## config.mk

```make
export PLATFORM = sky130hd
export DESIGN_NAME = alu_seq
export DESIGN_NICKNAME = d
export VERILOG_FILES = /design/src/rtl/alu_seq.sv
export SDC_FILE = /design/constraint.sdc
export NUM_CORES = 1
export LEC_CHECK = 0
export CORE_AREA = 2 2 140 196
export DETAILED_ROUTE_END_ITERATION = 10
export DIE_AREA = 0 0 142 198
export PLACE_DENSITY = 0.62
export SETUP_SLACK_MARGIN = 0.15
export SKIP_CTS_REPAIR_TIMING = 1
export SLEW_MARGIN = 5
export SYNTH_ARGS = -nofsm -noshare
export SYNTH_HDL_FRONTEND = slang
export SYNTH_SLANG_ARGS = --single-unit
```

## constraint.sdc

```tcl
create_clock -name clk -period 6.05 [get_ports clk]
set_input_delay 1.21 -clock clk [delete_from_list [all_inputs] [get_ports clk]]
set_output_delay 1.21 -clock clk [all_outputs]
set_load 0.03 [all_outputs]
```

## src/rtl/alu_seq.sv

```systemverilog
// alu_seq: registered ALU with start/busy/done handshake, {V,N,Z} flags and a k-step shift-add multiply
module alu_seq #(
  parameter int k = 16
) (
  input  logic         clk,
  input  logic         reset,
  input  logic         start,
  input  logic [2:0]   op,
  input  logic [k-1:0] ain,
  input  logic [k-1:0] bin,
  output logic [k-1:0] out,
  output logic [2:0]   status,
  output logic         busy,
  output logic         done
);
  localparam int cw = $clog2(k);
  typedef enum logic {IDLE, MUL} state_t;
  state_t state, state_n;
  logic [k-1:0] mcand, mcand_n, mplier, mplier_n, out_n, res, asr;
  logic [2*k-1:0] acc, acc_n, prod;
  logic [cw-1:0] cnt, cnt_n, sh;
  logic [2:0] status_n;
  logic busy_n, done_n, v;
  assign sh = bin[cw-1:0];
  assign asr = $signed(ain) >>> sh;
  // single-cycle result and overflow flag; MUL has its own path through the accumulator
  always_comb begin
    res = op == 3'd0 ? ain + bin :
          op == 3'd1 ? ain - bin :
          op == 3'd2 ? ain & bin :
          op == 3'd3 ? ain :
          op == 3'd5 ? ain << sh :
          op == 3'd6 ? ain >> sh :
          op == 3'd7 ? asr : '0;
    v = op == 3'd0 ? (ain[k-1] == bin[k-1]) && (res[k-1] != ain[k-1]) :
        op == 3'd1 ? (ain[k-1] != bin[k-1]) && (res[k-1] != ain[k-1]) : 1'b0;
  end
  // next-state: issue in IDLE, one shift-add step per edge in MUL, complete on the last step
  always_comb begin
    state_n  = state;
    out_n    = out;
    status_n = status;
    busy_n   = busy;
    done_n   = 1'b0;
    mcand_n  = mcand;
    mplier_n = mplier;
    acc_n    = acc;
    cnt_n    = cnt;
    prod     = acc + (mplier[cnt] ? {{k{1'b0}}, mcand} << cnt : '0);
    if (state == IDLE && start && op == 3'd4) begin
      mcand_n  = ain;
      mplier_n = bin;
      acc_n    = '0;
      cnt_n    = '0;
      busy_n   = 1'b1;
      state_n  = MUL;
    end else if (state == IDLE && start) begin
      out_n    = res;
      status_n = {v, res[k-1], res == '0};
      done_n   = 1'b1;
    end else if (state == MUL) begin
      acc_n = prod;
      cnt_n = cnt + 1'b1;
      if (cnt == cw'(k - 1)) begin
        out_n    = prod[k-1:0];
        status_n = {|prod[2*k-1:k], prod[k-1], prod[k-1:0] == '0};
        done_n   = 1'b1;
        busy_n   = 1'b0;
        cnt_n    = '0;
        state_n  = IDLE;
      end
    end
  end
  // state and datapath registers; reset aborts any multiply in flight
  always_ff @(posedge clk or posedge reset)
    if (reset) begin
      state  <= IDLE;
      out    <= '0;
      status <= '0;
      busy   <= 1'b0;
      done   <= 1'b0;
      mcand  <= '0;
      mplier <= '0;
      acc    <= '0;
      cnt    <= '0;
    end else begin
      state  <= state_n;
      out    <= out_n;
      status <= status_n;
      busy   <= busy_n;
      done   <= done_n;
      mcand  <= mcand_n;
      mplier <= mplier_n;
      acc    <= acc_n;
      cnt    <= cnt_n;
    end
endmodule

```

==> results.py <==
metrics = {
    "status": {
        "outcome": "completed",
    },
    "worst_hold_path": {
        "holdCritPathClass": "flip-flop to flip-flop",
    },
    "yosys": {
        "syn_inst": 1356,
        "yosysMostFrequentCell": "nand2_1",
        "syn_nets": 1461,
        "yosys.area.top_type_share_pct": 21.39,
        "ys_seq_area_share_pct": 21.39,
        "synth_edf_count": 0,
        "avgSynthCellArea_um2": 7.678,
        "ys.warnings.count": 0,
        "synth_top_cells_by_area": "dfrtp_1 (21%), nand2_1 (8.1%), ha_1 (7.7%)",
        "synth_ff_type": "dfrtp_1",
        "ys_async_sr_fraction_pct": 100.0,
        "synth_cell_type_count": 85,
        "synth_area_um2": 10410,
        "synth_common_cells": "nand2_1 (226), nor2_1 (124), o21ai_0 (106), dfrtp_1 (89), a21oi_1 (87)",
        "synth_seq_cells": 89,
        "yosysTopAreaCell": "dfrtp_1",
    },
    "route": {
        "drtIter0Drc": 875,
        "drt-wirelength-per-cell_um": 23.41,
        "num_vias": 10738,
        "routed_wl_mm": 39.89,
        "ant_nets": 0,
        "drcViolationCount": 0,
        "post_drt_via_cell_ratio": 6.302,
        "drt_first_pass_iters": 5,
    },
    "timing": {
        "slew_headroom_pct": 27.37,
        "worst_pin_slew_ps": 1062,
        "setup_viol": 0,
        "rsz0062_at_grt": "no",
        "fin_crit_ps": 5433,
        "tns_ps": 0,
        "max_freq_mhz": 184.1,
        "finalClockSkew_ps": 9.017,
        "hold_violations": 0,
        "finalCritPeriodShare_pct": 89.80,
        "final-max-slew-violation-count": 0,
    },
    "setup_path": {
        "crit_arrival_ps": 5650,
        "path_class": "flip-flop to flip-flop",
        "cpPeakStageDelay_ps": 650,
        "cp_max_fo": 15,
        "start_kind": "flip-flop",
        "cp-end-kind": "flip-flop",
        "path_buf_inv": 1,
        "cp.required_ps": 6270,
        "path_cells": "mux4_2 > o21ai_0 > and2_1 > nor2_1 > ha_1 > nand4_1 > nor2_1 > a211oi_1 > buf_4 > o21ba_2 > or3b_1 > a2111oi_0 > nand4_1 > nor4_1 > a21oi_1",
        "crit_family": "simple AND/OR/NAND/NOR gates",
        "crit_slowest_cell": "dfrtp_1",
    },
    "placement": {
        "port-buffer-count": 58,
        "dpl.hpwl_mm": 31.15,
        "gp_congestion": 1.032,
        "dp.cells": 1688,
    },
    "job": {
        "maxCapViolations": 0,
    },
    "global_route": {
        "antenna_found_initial": 0,
        "grt_usage_pct": 28.43,
        "grt_max_degree": 59,
        "first_global_vias": 10491,
        "grt_pass1_wl_mm": 60.97,
        "globalRoute.totalOverflow": 0,
    },
    "die": {
        "dieArea_um2": 28120,
        "die_h_um": 198,
        "die_w_um": 142,
        "rows": 71,
        "pin_count": 59,
        "initial_core_util_pct": 39.20,
        "core_um2": 26560,
    },
    "finish": {
        "layout.nets": 1476,
        "area_growth_pct": 10.78,
        "stdcell_count": 1704,
        "nFillCells": 2719,
        "drive_gt1_share_pct": 8.866,
        "diodes": 0,
        "utilization_pct": 43.42,
    },
    "clock_tree": {
        "clock_latency_ps": 370,
        "cts_buffers": 9,
        "clockBufferDepth": 2,
        "cts_sinks": 89,
        "cts-root-buf": "clkbuf_16",
        "cts_max_level": 3,
        "cts_tree": "done",
        "cts.clk_slew.worst_paths_ps": 80,
    },
    "pwr": {
        "irDropWorstVdd_v": 0.0002466,
        "p_per_area_nw_per_um2": 416.2,
        "p_leak_nw": 4.884,
    },
}
==> registers in the layout, summed over array words and instances, names as in the netlist <==
name    flops
status      3
out        15
cnt         4
busy        1
acc        32
mcand      16
done        1
mplier     16
state       1
==> where the power goes <==
group	switching, mW	internal [mW]	total, mW
sequential	0.229	0.863	1.09
clock	0.283	0.330	0.612
combinational	1.96	1.13	3.10
==> kinds of logic after synthesis <==
group / after synthesis / synth area share (%)
AND/OR/NAND/NOR: 536 / 23.57
AO/OA/AOI/OAI: 405 / 25.57
buffers and inverters: 142 / 6.429
flip-flops: 89 / 21.39
multiplexers: 84 / 11.99
adder cells (fa/ha/maj): 67 / 8.268
XOR/XNOR: 33 / 2.776
==> routing by layer <==
| metal | up-vias | GRT usage (%) | routed length (µm) |
|---|---|---|---|
| met4 | 0 | 19.11 | 3016 |
| met5 | - | 0 | 0 |
| met3 | 136 | 2.370 | 1512 |
| met2 | 423 | 51.80 | 20550 |
| met1 | 5169 | 31.14 | 14810 |
| li1 | 5010 | - | - |
==> stage by stage <==
stage                     setup WS (ps)  power [mW]  instance area (µm²)  hold WS (ps)
after global routing              267.9       5.161                11530         511.3
after detailed placement          445.5       4.143                11220         464.7
after CTS                         445.6       4.764                11530         481.1
after floorplan                    1201       3.203                10410         440.5
final                             616.8       4.800                11530         480.8
after global placement            519.8       4.122                11220         465.2
==> final cells by class <==
type	instances	area, µm²	area share [%]
Multi-Input combinational cell	1125	7522	65.22
Sequential cell	89	2227	19.31
Timing Repair Buffer	102	895.9	7.767
Tap cell	328	410.4	3.558
Clock buffer	9	225.2	1.953
Inverter	44	167.7	1.454
Clock inverter	7	85.08	0.7377
==> path summary, 6_finish.rpt <==
check | to | start | cells past startpoint | slack, ps
max reg2reg | status[2] | cnt[0] | 15 | 620
min | out[14] | out[14] | 1 | 480
max in group asynchronous | mplier[13] | reset | 3 | 3750
max | status[2] | cnt[0] | 15 | 620
min in group asynchronous | mcand[10] | reset | 2 | 1310
min reg2reg | out[14] | out[14] | 1 | 480
==> placed cells by master, fill, tap and decap left out, types with 13 or more instances in the layout <==
master	instances
inv_1	38
o211ai_1	20
buf_4	44
or3_1	13
a31oi_1	18
mux4_2	22
clkdlybuf4s50_1	55
nand2b_1	20
dfrtp_1	89
nand4_1	17
mux2_2	16
a211oi_1	30
nand3_1	33
xor2_1	16
nor2b_1	13
nor2_1	124
mux2i_1	39
nor3_1	24
nand2_1	225
and2_1	16
ha_1	64
a21oi_1	87
o21a_1	14
o21ai_0	106
xnor2_1	17
(Power assumes the default switching activity.)
